===== src/rtl/serial_subtract.sv =====
// Bit-serial WIDTH-bit subtractor (result = a - b - bin) driving a single full_subtract cell.
// Optional macro SERIAL_SUB_CLAMP_EN: saturate result to zero when the final borrow is set.

module full_subtract (
    input  logic a,
    input  logic b,
    input  logic bin,
    output logic d,
    output logic bout
);
    assign d    = a ^ b ^ bin;
    assign bout = (~a & b) | (~(a ^ b) & bin);
endmodule

module serial_subtract #(
    parameter int WIDTH = 8
) (
    input  logic             clk,
    input  logic             rst,
    input  logic             start,
    input  logic [WIDTH-1:0] a,
    input  logic [WIDTH-1:0] b,
    input  logic             bin,
    output logic             busy,
    output logic             done,
    output logic [WIDTH-1:0] result,
    output logic             bout
);
    localparam int CNT_W = (WIDTH > 1) ? $clog2(WIDTH) : 1;
    localparam logic [CNT_W-1:0] LAST_CNT = CNT_W'(WIDTH - 1);

    typedef enum logic [1:0] {
        IDLE  = 2'd0,
        SHIFT = 2'd1,
        DONE  = 2'd2
    } state_t;

    state_t           state_r;
    state_t           state_s;
    logic [WIDTH-1:0] a_sh_r;
    logic [WIDTH-1:0] b_sh_r;
    logic [WIDTH-1:0] result_r;
    logic [CNT_W-1:0] cnt_r;
    logic             borrow_r;
    logic             bout_r;
    logic             busy_r;
    logic             done_r;
    logic             accept_s;
    logic             last_s;
    logic             cell_d_s;
    logic             cell_bout_s;

    full_subtract u_cell (
        .a    (a_sh_r[0]),
        .b    (b_sh_r[0]),
        .bin  (borrow_r),
        .d    (cell_d_s),
        .bout (cell_bout_s)
    );

    assign last_s = (cnt_r == LAST_CNT);

    // Next-state decode and start acceptance (IDLE and DONE both accept).
    always_comb begin
        state_s  = state_r;
        accept_s = 1'b0;
        case (state_r)
            IDLE: begin
                if (start) begin
                    accept_s = 1'b1;
                    state_s  = SHIFT;
                end else begin
                    state_s  = IDLE;
                end
            end
            SHIFT: begin
                if (last_s) begin
                    state_s = DONE;
                end else begin
                    state_s = SHIFT;
                end
            end
            DONE: begin
                if (start) begin
                    accept_s = 1'b1;
                    state_s  = SHIFT;
                end else begin
                    state_s  = IDLE;
                end
            end
            default: begin
                state_s = IDLE;
            end
        endcase
    end

    // State register with registered busy/done flags derived from the next state.
    always_ff @(posedge clk) begin
        if (rst) begin
            state_r <= IDLE;
            busy_r  <= 1'b0;
            done_r  <= 1'b0;
        end else begin
            state_r <= state_s;
            busy_r  <= (state_s == SHIFT);
            done_r  <= (state_s == DONE);
        end
    end

    // Operand shift registers, borrow chain, bit counter and result capture.
    always_ff @(posedge clk) begin
        if (rst) begin
            a_sh_r   <= '0;
            b_sh_r   <= '0;
            borrow_r <= 1'b0;
            cnt_r    <= '0;
            result_r <= '0;
            bout_r   <= 1'b0;
        end else if (accept_s) begin
            a_sh_r   <= a;
            b_sh_r   <= b;
            borrow_r <= bin;
            cnt_r    <= '0;
            result_r <= '0;
        end else if (state_r == SHIFT) begin
            a_sh_r   <= {1'b0, a_sh_r[WIDTH-1:1]};
            b_sh_r   <= {1'b0, b_sh_r[WIDTH-1:1]};
            borrow_r <= cell_bout_s;
            cnt_r    <= cnt_r + 1'b1;
`ifdef SERIAL_SUB_CLAMP_EN
            // Underflow on the last bit saturates the difference at zero.
            if (last_s && cell_bout_s) begin
                result_r <= '0;
            end else begin
                result_r <= {cell_d_s, result_r[WIDTH-1:1]};
            end
`else
            result_r <= {cell_d_s, result_r[WIDTH-1:1]};
`endif
            if (last_s) begin
                bout_r <= cell_bout_s;
            end else begin
                bout_r <= bout_r;
            end
        end else begin
            result_r <= result_r;
            bout_r   <= bout_r;
        end
    end

    assign busy   = busy_r;
    assign done   = done_r;
    assign result = result_r;
    assign bout   = bout_r;

endmodule


===== config.mk =====
export PLATFORM = sky130hd
export DESIGN_NAME = serial_subtract
export DESIGN_NICKNAME = d
export VERILOG_FILES = /design/src/rtl/serial_subtract.sv
export SDC_FILE = /design/constraint.sdc
export NUM_CORES = 1
export LEC_CHECK = 0
export ABC_CLOCK_PERIOD_IN_PS = 3200
export BUFFER_PORTS_ARGS = -buffer_cell sky130_fd_sc_hd__buf_2
export CAP_MARGIN = 25
export CORE_UTILIZATION = 45
export CTS_CLUSTER_SIZE = 24
export DETAILED_ROUTE_END_ITERATION = 16
export PLACE_DENSITY_LB_ADDON = 0.25
export SLEW_MARGIN = 5
export SYNTH_ARGS = -nofsm -noshare
export SYNTH_HDL_FRONTEND = slang
export SYNTH_SLANG_ARGS = --single-unit

===== constraint.sdc =====
create_clock -name clk -period 3.2 [get_ports clk]
set_input_delay 0.64 -clock clk [delete_from_list [all_inputs] [get_ports clk]]
set_output_delay 0.64 -clock clk [all_outputs]
set_load 0.05 [all_outputs]

==> run metrics, run 1 <==
FF+latch count, synth 33; number of DRC violations after detailed-routing iteration 0 32; die outline area 3050 um2; number of buffers between clock root and the deepest sink 2; number of iterations in the first detailed-routing pass 4; final instance area 1460 um2; worst-case headroom to the max-slew limit 0.324; floorplan row count 18; Final Cycle Share 0.556; Min Clock Period, post-route 1.78 ns; initial standard-cell utilization of the core 0.497; top_reg_cell synth dfxtp_1; insertion delay to the later sink of the worst-skew pair 0.33 ns; number of cells on the worst reg-to-reg path 3; clk_skew between 0.01 and 0.015 ns; number of distinct library cells after synthesis 22; Total GRT Usage 0.199; DP Area around 1400 um2; required time at the worst-slack endpoint 3.44 ns; Place WS 1.14 ns; Reg clk slew, reported paths 0.09 ns; routed length on met1 ~1.3 mm; post-synthesis async set-or-reset flop share 0; # port buffers 30; estimated wirelength of the detail-placed design approximately 1.8 mm; status completed; post-synthesis cell count 148; actual slew at the worst max-slew pin 1.01 ns; wire length of the first global-routing pass 4.80 mm; Critical Path Start Type flip-flop; ANT nets after route 0; via/cell ratio 5.52; cell types with the largest area share after synthesis dfxtp_1 (52%), nand2_1 (8.2%), nor3_1 (6.7%); part of the power in registers 0.571; area leader, netlist dfxtp_1; number of global-route vias before repair 1088; Core Region 2570 um2; launching point of the worst reg2reg path state_r[0]; total of endpoints with negative setup slack in the final report 0; vias 1120; share of final-layout standard cells stronger than drive strength 1 0.214; nets@finish 196; type of the worst setup path reg2reg; RSZ-0062 raised after global routing no; total count of hold-check failures in the final report 0; number of clock buffers inserted by TritonCTS 5; Switching Fraction 0.264; hold path cells 2; startpoint of the most critical hold path borrow_r; final WL 2.72 mm; Endpoint, Worst Hold borrow_r; Crit path arrival time 2.02 ns; YS warnings 0; share of the synthesized area in the top cell type 0.518; worst min-delay path category reg2reg; portion of total power attributed to the clock network 0.296; Cell Area, Synth 1280 um2; peak fanout along the critical path 21; count of clock tree sinks 33; TritonCTS clock tree built; wire length per cell 13.4 um; Core Util, Final 0.568; EDFF count, synth 0; chip height about 55 um; crit path capture type flip-flop; worst-case setup margin in the final layout approximately 1.4 ns; maxcap violations 0; syn_nets 171; DR WL met3 around 120 um; layout-stage area growth over the synthesis result 14.3%; DR WL met2 about 1.3 mm; sequential-to-total area share from yosys stat 0.518; uppermost signal routing layer after detailed routing met4; leak pwr 0.586 nW; fraction of power consumed by combinational cells 0.133; boundary pin count 31; endpoint of the worst register-to-register path result[5]; antenna cell count 0; floorplan die width 55.3 um; final estimated routing congestion in global placement 0.706; fmax 0.562 GHz; Max Transition Viols Final 0; Clock Root Buffer clkbuf_4; Total Neg Setup Slack 0 ns; Register-to-Register Setup Slack around 1.4 ns; H-tree lvl count 2; power density normalized to cell area ~540 nW/um2; Internal 0.577 mW; Net Sw Power 0.207 mW; commonest cells in the netlist dfxtp_1 (33), nand2_1 (28), nor3_1 (17); CTS-repair resized insts 0; leading cell type by number of instances after synthesis dfxtp_1; peak ir drop on the vdd network 0.000348 V; number of setup buffers added after CTS 0; number of buffers added to fix hold violations after cts 0; gr ovfl total 0; number of antenna violations at the first check in global routing 0; remaining routing DRC violations 0; maximum number of pins on one net before global-route repair 30; Avg Inst Size Synth 8.62 um2
[state kept, by name, summed over array words and instances, names as in the netlist]
| register | cells |
|---|---|
| a_sh_r | 8 |
| result | 8 |
| done | 1 |
| b_sh_r | 8 |
| borrow_r | 1 |
| cnt_r | 3 |
| busy | 1 |
| bout | 1 |
| state_r | 2 |
[layer usage]
metal / track usage / up-vias
met5: 0 / -
met4: 0.100 / 0
met3: 0.0515 / 8
met2: 0.327 / 31
met1: 0.239 / 516
li1: - / 565
[placed cells by master (no fill, tap or decap)]
master     count
a21oi_1       16
a22oi_1        3
a2bb2oi_1      1
a311oi_1       4
and2b_1        1
buf_2         30
clkbuf_1       1
clkbuf_4       5
clkbuf_8       1
dfxtp_1       33
fa_1           1
ha_1           2
inv_1          2
mux2i_1        1
nand2_1       28
nand2b_1       3
nand3_1        5
nor2_1         8
nor2b_2        1
nor3_1        17
o21a_1         1
o22ai_1        8
xnor2_1        1
[cell families (layout without fill, tap and decap cells)]
kind of cell / after synthesis / in the layout / share of synthesized area
muxes: 1 / 1 / 0.00784
AOI/OAI and AO/OA: 33 / 33 / 0.160
buffers and inverters: 14 / 39 / 0.0529
and+or+nand+nor: 63 / 63 / 0.220
adders and majority gates: 3 / 3 / 0.0353
xor gates and xnor gates: 1 / 1 / 0.00686
DFF: 33 / 33 / 0.518
[critical path, stage by stage (launching register included)]
cell	delay, ns
dfxtp_1	0.39
nand2b_1	0.66
nand2b_1	0.42
a21oi_1	0.24
[final cells by class]
type                       instances  area, um2
fill                             263       1110
sequential                        33        661
multi-input combinational        101        548
timing repair buffer              30        150
clock buffer                       7       55.1
tap                               30       37.5
inverter                           2       7.51
[worst max-delay path by stage]
stage	from	end	slack, ns
after detailed placement	start	result[5]	1.14
after floorplan	start	a_sh_r[1]	1.90
final	state_r[0]	result[5]	1.42
after global placement	start	result[7]	1.26
after global routing	state_r[0]	result[4]	1.17
after CTS	state_r[0]	result[5]	1.42
[power groups by stage]
stage | Sequential [mW] | Clock, mW | Combinational, mW
after detailed placement | 0.457 | 0 | 0.105
final | 0.448 | 0.232 | 0.104
after floorplan | 0.459 | 0 | 0.0768
after CTS | 0.448 | 0.235 | 0.106
after global placement | 0.455 | 0 | 0.101
after global routing | 0.450 | 0.257 | 0.118
[metrics by stage]
stage / power [mW] / instances / hold WS, ns
after floorplan: 0.536 / 148 / 0.438
after global placement: 0.556 / 196 / 0.444
after detailed placement: 0.562 / 196 / 0.457
after CTS: 0.788 / 203 / 0.470
after global routing: 0.825 / 203 / 0.485
final: 0.784 / 203 / 0.470
(Power assumes the default switching activity.)
==> run 2, diff against run 1 <==
ABC_CLOCK_PERIOD_IN_PS = 1650   (was 3200)
clock period = 1.65 ns   (was 3.2 ns; I/O delays follow)
==> run metrics, run 2 (synthesized netlist as in run 1, its figures left out) <==
status completed (unchanged); Endpoint, Worst Hold b_sh_r[7] (was borrow_r); total of endpoints with negative setup slack in the final report 0 (unchanged); Place WS 0.300 ns (was 1.14 ns); Total GRT Usage 0.202 (was 0.199); startpoint of the most critical hold path b[7] (was borrow_r); ANT nets after route 0 (unchanged); number of buffers added to fix hold violations after cts 0 (unchanged); worst-case setup margin in the final layout 0.309 ns (was 1.42 ns); vias 1144 (was 1120); Critical Path Start Type flip-flop (unchanged); initial standard-cell utilization of the core 0.497 (unchanged); Max Transition Viols Final 0 (unchanged); number of global-route vias before repair 1128 (was 1088); required time at the worst-slack endpoint 1.89 ns (was 3.44 ns); clk_skew 0.00785 ns (was 0.0120 ns); count of clock tree sinks 33 (unchanged); # port buffers 30 (unchanged); CTS-repair resized insts 0 (unchanged); boundary pin count 31 (unchanged); power density normalized to cell area 1050 nW/um2 (was 538 nW/um2); type of the worst setup path reg2reg (unchanged); maximum number of pins on one net before global-route repair 19 (was 30); Min Clock Period, post-route 1.34 ns (was 1.78 ns); Total Neg Setup Slack 0 ns (unchanged); number of clock buffers inserted by TritonCTS 5 (unchanged); cell family with most CP delay flip-flops (was simple AND/OR/NAND/NOR gates); combined buffer and inverter count along the critical path 1 (was 0); Crit path arrival time 1.59 ns (was 2.02 ns); endpoint of the worst register-to-register path b_sh_r[5] (was result[5]); wire length of the first global-routing pass 4.75 mm (was 4.80 mm); slowest cell on the critical path dfxtp_1 (was nand2b_1); nets@finish 203 (was 196); chip height 55.3 um (unchanged); leak pwr 0.630 nW (was 0.586 nW); insertion delay to the later sink of the worst-skew pair 0.34 ns (was 0.33 ns); RSZ-0062 raised after global routing no (unchanged); launching point of the worst reg2reg path state_r[0] (unchanged); Core Region 2570 um2 (unchanged); wire length per cell 12.8 um (was 13.4 um); gr ovfl total 0 (unchanged); number of cells on the worst reg-to-reg path 4 (was 3); highest-count cells in the layout ignoring fill and taps dfxtp_1 (33), buf_2 (30), nand2_1 (28) (unchanged); via/cell ratio 5.42 (was 5.52); H-tree lvl count 2 (unchanged); number of DRC violations after detailed-routing iteration 0 29 (was 32); peak fanout along the critical path 13 (was 21); total count of hold-check failures in the final report 0 (unchanged); number of buffers between clock root and the deepest sink 2 (unchanged); peak ir drop on the vdd network 0.000631 V (was 0.000348 V); floorplan die width 55.3 um (unchanged); share of final-layout standard cells stronger than drive strength 1 0.254 (was 0.214); Final Cycle Share 0.813 (was 0.556); floorplan row count 18 (unchanged); crit path capture type flip-flop (unchanged); TritonCTS clock tree built (unchanged); worst-case headroom to the max-slew limit 0.726 (was 0.324); die outline area 3050 um2 (unchanged); Register-to-Register Setup Slack 0.31 ns (was 1.42 ns); maxcap violations 0 (unchanged); remaining routing DRC violations 0 (unchanged); CP Cell Sequence nand2b_1, buf_4, nor2_1, a311oi_1 (was nand2b_1, nand2b_1, a21oi_1); hold path cells 3 (was 2); most frequent standard cell in the layout excluding fill and tap cells dfxtp_1 (unchanged); estimated wirelength of the detail-placed design 1.88 mm (was 1.79 mm); layout-stage area growth over the synthesis result 19.6% (was 14.3%); Fill cells 244 (was 263); Reg clk slew, reported paths 0.10 ns (was 0.09 ns); antenna cell count 0 (unchanged); actual slew at the worst max-slew pin 0.411 ns (was 1.01 ns); number of setup buffers added after CTS 0 (unchanged); Clock Root Buffer clkbuf_4 (unchanged); fmax 0.746 GHz (was 0.562 GHz); number of iterations in the first detailed-routing pass 4 (unchanged); delay contributed by the slowest stage of the critical path 0.38 ns (was 0.66 ns); number of antenna violations at the first check in global routing 0 (unchanged); final WL 2.70 mm (was 2.72 mm); worst min-delay path category in2reg (was reg2reg); final estimated routing congestion in global placement 0.713 (was 0.706)
## run 2: cell types whose count changed in the layout (fill, tap and decap cells not counted), sizes merged
| cell | before | now |
|---|---|---|
| buf | 30 | 37 |
| clkinv | 0 | 1 |
## run 2: metrics by stage
step	cells	area, um2	util	hold WS, ns	power (mW)
floorplan	148	1280	-	0.402	1.04
global placement	203	1460	0.567	0.443	1.10
detailed placement	203	1460	0.567	0.448	1.11
CTS	211	1530	0.595	0.210	1.62
global route	211	1530	0.595	0.240	1.68
finish	211	1530	0.595	0.222	1.61
## run 2: area by class of cell
type	count	area (um2)	share of cell area
tap	30	37.5	0.0246
sequential	33	661	0.433
multi-input combinational	101	548	0.359
inverter	2	7.51	0.00492
clock buffer	7	65.1	0.0426
timing repair buffer	37	203	0.133
clock inverter	1	5.00	0.00328
## run 2: layer usage
metal  track usage  vias up  part of all wire
li1              -      580                 -
met1         0.243      529              0.45
met2         0.318       30              0.48
met3        0.0562        5             0.056
met4         0.129        0             0.016
met5             0        -                 0
## run 2: report_power, final
part	leakage (nW)	total (mW)	switching (mW)	internal (mW)
Sequential	0.270	0.867	0.0257	0.842
Clock	0.0413	0.519	0.272	0.247
Combinational	0.318	0.222	0.130	0.0925
## run 2: worst reg2reg max path, stage by stage, from the launching register on
cell and delay (ns):
dfxtp_1 0.38, nand2b_1 0.30, buf_4 0.26, nor2_1 0.06
a311oi_1 0.25
## run 2: worst max path at each step
stage	start	to	cells past startpoint
2_1_floorplan	b_sh_r[0]	bout	3
3_3_place_gp	start	b_sh_r[5]	5
3_5_place_dp	start	b_sh_r[5]	5
4_1_cts	state_r[0]	b_sh_r[5]	4
5_1_grt	state_r[0]	b_sh_r[5]	4
6_report	state_r[0]	b_sh_r[5]	4
==> run 3, diff against run 2 <==
ABC_AREA = 1   (was unset)
ABC_CLOCK_PERIOD_IN_PS = 1400   (was 1650)
clock period = 1.4 ns   (was 1.65 ns; I/O delays follow)
==> run metrics, run 3 <==
status completed (unchanged); worst min-delay path category in2reg (unchanged); insertion delay to the later sink of the worst-skew pair 0.34 ns (about the same); count of clock tree sinks 33 (unchanged); required time at the worst-slack endpoint 1.12 ns (was 1.89 ns); DR WL met3 145 um (was 150 um); leading cell type by number of instances after synthesis nand2_1 (was dfxtp_1); Crit path arrival time 0.97 ns (was 1.59 ns); nets@finish 264 (was 203); Critical Path Start Type flip-flop (unchanged); uppermost signal routing layer after detailed routing met4 (unchanged); Total Neg Setup Slack 0 ns (unchanged); chip height 59.4 um (was 55.3 um); cell family with most CP delay flip-flops (unchanged); via/cell ratio 4.43 (was 5.42); post-synthesis cell count 208 (was 148); number of setup buffers added after CTS 0 (unchanged); crit path capture type output pin (was flip-flop); final estimated routing congestion in global placement 0.800 (was 0.713); maximum number of pins on one net before global-route repair 14 (was 19); Core Region 3100 um2 (was 2570 um2); routed length on met1 1.52 mm (was 1.22 mm); Reg clk slew, reported paths 0.11 ns (was 0.10 ns); number of antenna violations at the first check in global routing 0 (unchanged); die outline area 3530 um2 (was 3050 um2); Clock Root Buffer clkbuf_4 (unchanged); most frequent standard cell in the layout excluding fill and tap cells nand2_1 (was dfxtp_1); Final Cycle Share 0.895; RSZ-0062 raised after global routing no (unchanged); H-tree lvl count 2 (unchanged); fmax 0.798 GHz; syn_nets 231 (was 171); Min Clock Period, post-route between 1 and 1.5 ns; antenna cell count 0 (unchanged); number of iterations in the first detailed-routing pass 4 (unchanged); CP Cell Sequence buf_2 (was nand2b_1, buf_4, nor2_1, a311oi_1); cell types with the largest area share after synthesis dfxtp_1 (45%), nand2_1 (15%), inv_1 (7.6%) (was dfxtp_1 (52%), nand2_1 (8.2%), nor3_1 (6.7%)); Placed Cells incl. Taps 278 (was 203); maxcap violations 0 (unchanged); number of clock buffers inserted by TritonCTS 5 (unchanged); remaining routing DRC violations 0 (unchanged); actual slew at the worst max-slew pin 0.371 ns (was 0.411 ns); CTS-repair resized insts 0 (unchanged); number of global-route vias before repair 1048 (was 1128); number of DRC violations after detailed-routing iteration 0 43 (was 29); total of endpoints with negative setup slack in the final report 0 (unchanged); top_reg_cell synth dfxtp_1 (unchanged); number of buffers added to fix hold violations after cts 0 (unchanged); ANT nets after route 0 (unchanged); highest-count cells in the layout ignoring fill and taps nand2_1 (58), dfxtp_1 (33), inv_1 (30), buf_2 (30), nor2_1 (24) (was dfxtp_1 (33), buf_2 (30), nand2_1 (28)); power density normalized to cell area 1130 nW/um2 (was 1050 nW/um2); vias 1267 (was 1144); final WL 2.84 mm (was 2.70 mm); share of the synthesized area in the top cell type 0.445 (was 0.518); YS warnings 0 (unchanged); Avg Inst Size Synth 7.13 um2 (was 8.62 um2); worst-case headroom to the max-slew limit 0.752 (was 0.726); clk_skew 0.0151 ns (was 0.00785 ns); Fill cells 330 (was 244); slowest cell on the critical path dfxtp_1 (unchanged); post-synthesis async set-or-reset flop share 0 (unchanged); DR WL met2 1.14 mm (was 1.28 mm); number of buffers between clock root and the deepest sink 2 (unchanged); boundary pin count 31 (unchanged); sequential-to-total area share from yosys stat 0.445 (was 0.518); share of final-layout standard cells stronger than drive strength 1 0.215 (was 0.254); wire length of the first global-routing pass 4.57 mm (was 4.75 mm); number of cells in the finished layout apart from fillers 286 (was 211); # port buffers 30 (unchanged); layout-stage area growth over the synthesis result 15.7% (was 19.6%); Core Util, Final 0.553 (was 0.595); commonest cells in the netlist nand2_1 (58), dfxtp_1 (33), inv_1 (30) (was dfxtp_1 (33), nand2_1 (28), nor3_1 (17)); delay contributed by the slowest stage of the critical path 0.37 ns (was 0.38 ns); area leader, netlist dfxtp_1 (unchanged); initial standard-cell utilization of the core 0.478 (was 0.497); Cell Area, Synth 1480 um2 (was 1280 um2); FF+latch count, synth 33 (unchanged); Total GRT Usage 0.178 (was 0.202); floorplan die width 59.4 um (was 55.3 um); peak fanout along the critical path 3 (was 13); type of the worst setup path reg2out (was reg2reg); floorplan row count 20 (was 18); leak pwr 0.879 nW (was 0.630 nW); estimated wirelength of the detail-placed design 1.98 mm (was 1.88 mm); total count of hold-check failures in the final report 0 (unchanged); combined buffer and inverter count along the critical path 1 (unchanged); number of distinct library cells after synthesis 19 (was 22); wire length per cell 9.93 um (was 12.8 um); gr ovfl total 0 (unchanged); peak ir drop on the vdd network 0.000464 V (was 0.000631 V); TritonCTS clock tree built (unchanged); EDFF count, synth 0 (unchanged); Max Transition Viols Final 0 (unchanged)
[run 3: logic make-up (layout without fill, tap and decap cells)]
logic type,after synthesis,count (layout),share of synthesized area
and+or+nand+nor,102,102,0.287
adders and majority gates,3,3,0.0304
xor gates and xnor gates,1,1,0.00590
AOI/OAI and AO/OA,27,27,0.0911
buffers and inverters,42,76,0.141
DFF,33,33,0.445
[run 3: final cells by class]
class	instances	area (um2)	share of cell area
Sequential cell	33	661	0.385
Multi-Input combinational cell	133	614	0.358
Timing Repair Buffer	35	188	0.109
Inverter	33	129	0.0751
Clock buffer	7	65.1	0.0379
Tap cell	44	55.1	0.0321
Clock inverter	1	5.00	0.00292
[run 3: through the flow]
step | hold WS, ns | instance area [um2] | worst slack (ns) | power [mW]
after floorplan | 0.415 | 1480 | 0.316 | 1.27
after detailed placement | 0.456 | 1650 | 0.244 | 1.34
after global routing | 0.185 | 1720 | 0.0374 | 2.02
after CTS | 0.180 | 1720 | 0.123 | 1.94
after global placement | 0.455 | 1650 | 0.235 | 1.34
final | 0.176 | 1720 | 0.146 | 1.93
[run 3: worst paths after layout]
| check | slack (ns) | end | start | cells after the start |
|---|---|---|---|---|
| worst min register to register | 0.47 | b_sh_r[7] | b_sh_r[7] | 2 |
| worst max-delay path | 0.15 | result[6] | result[6] | 1 |
| worst min-delay path | 0.18 | b_sh_r[7] | b[7] | 3 |
| worst max register to register | 0.18 | result[7] | b_sh_r[0] | 4 |
[run 3: where the power goes]
| part | internal (mW) | switching [mW] |
|---|---|---|
| clock network | 0.291 | 0.323 |
| registers | 0.993 | 0.0312 |
| logic | 0.109 | 0.185 |
| total | 1.39 | 0.539 |
[run 3: layer usage]
metal	up-vias	global-route usage
met4	0	0.0714
met2	27	0.250
met1	540	0.243
met5	-	0
met3	4	0.0655
li1	696	-
[run 3: tightest hold or removal path, cell delays in order]
cell	delay (ns)
buf_2	0.09
nand2_1	0.05
a21oi_1	0.05
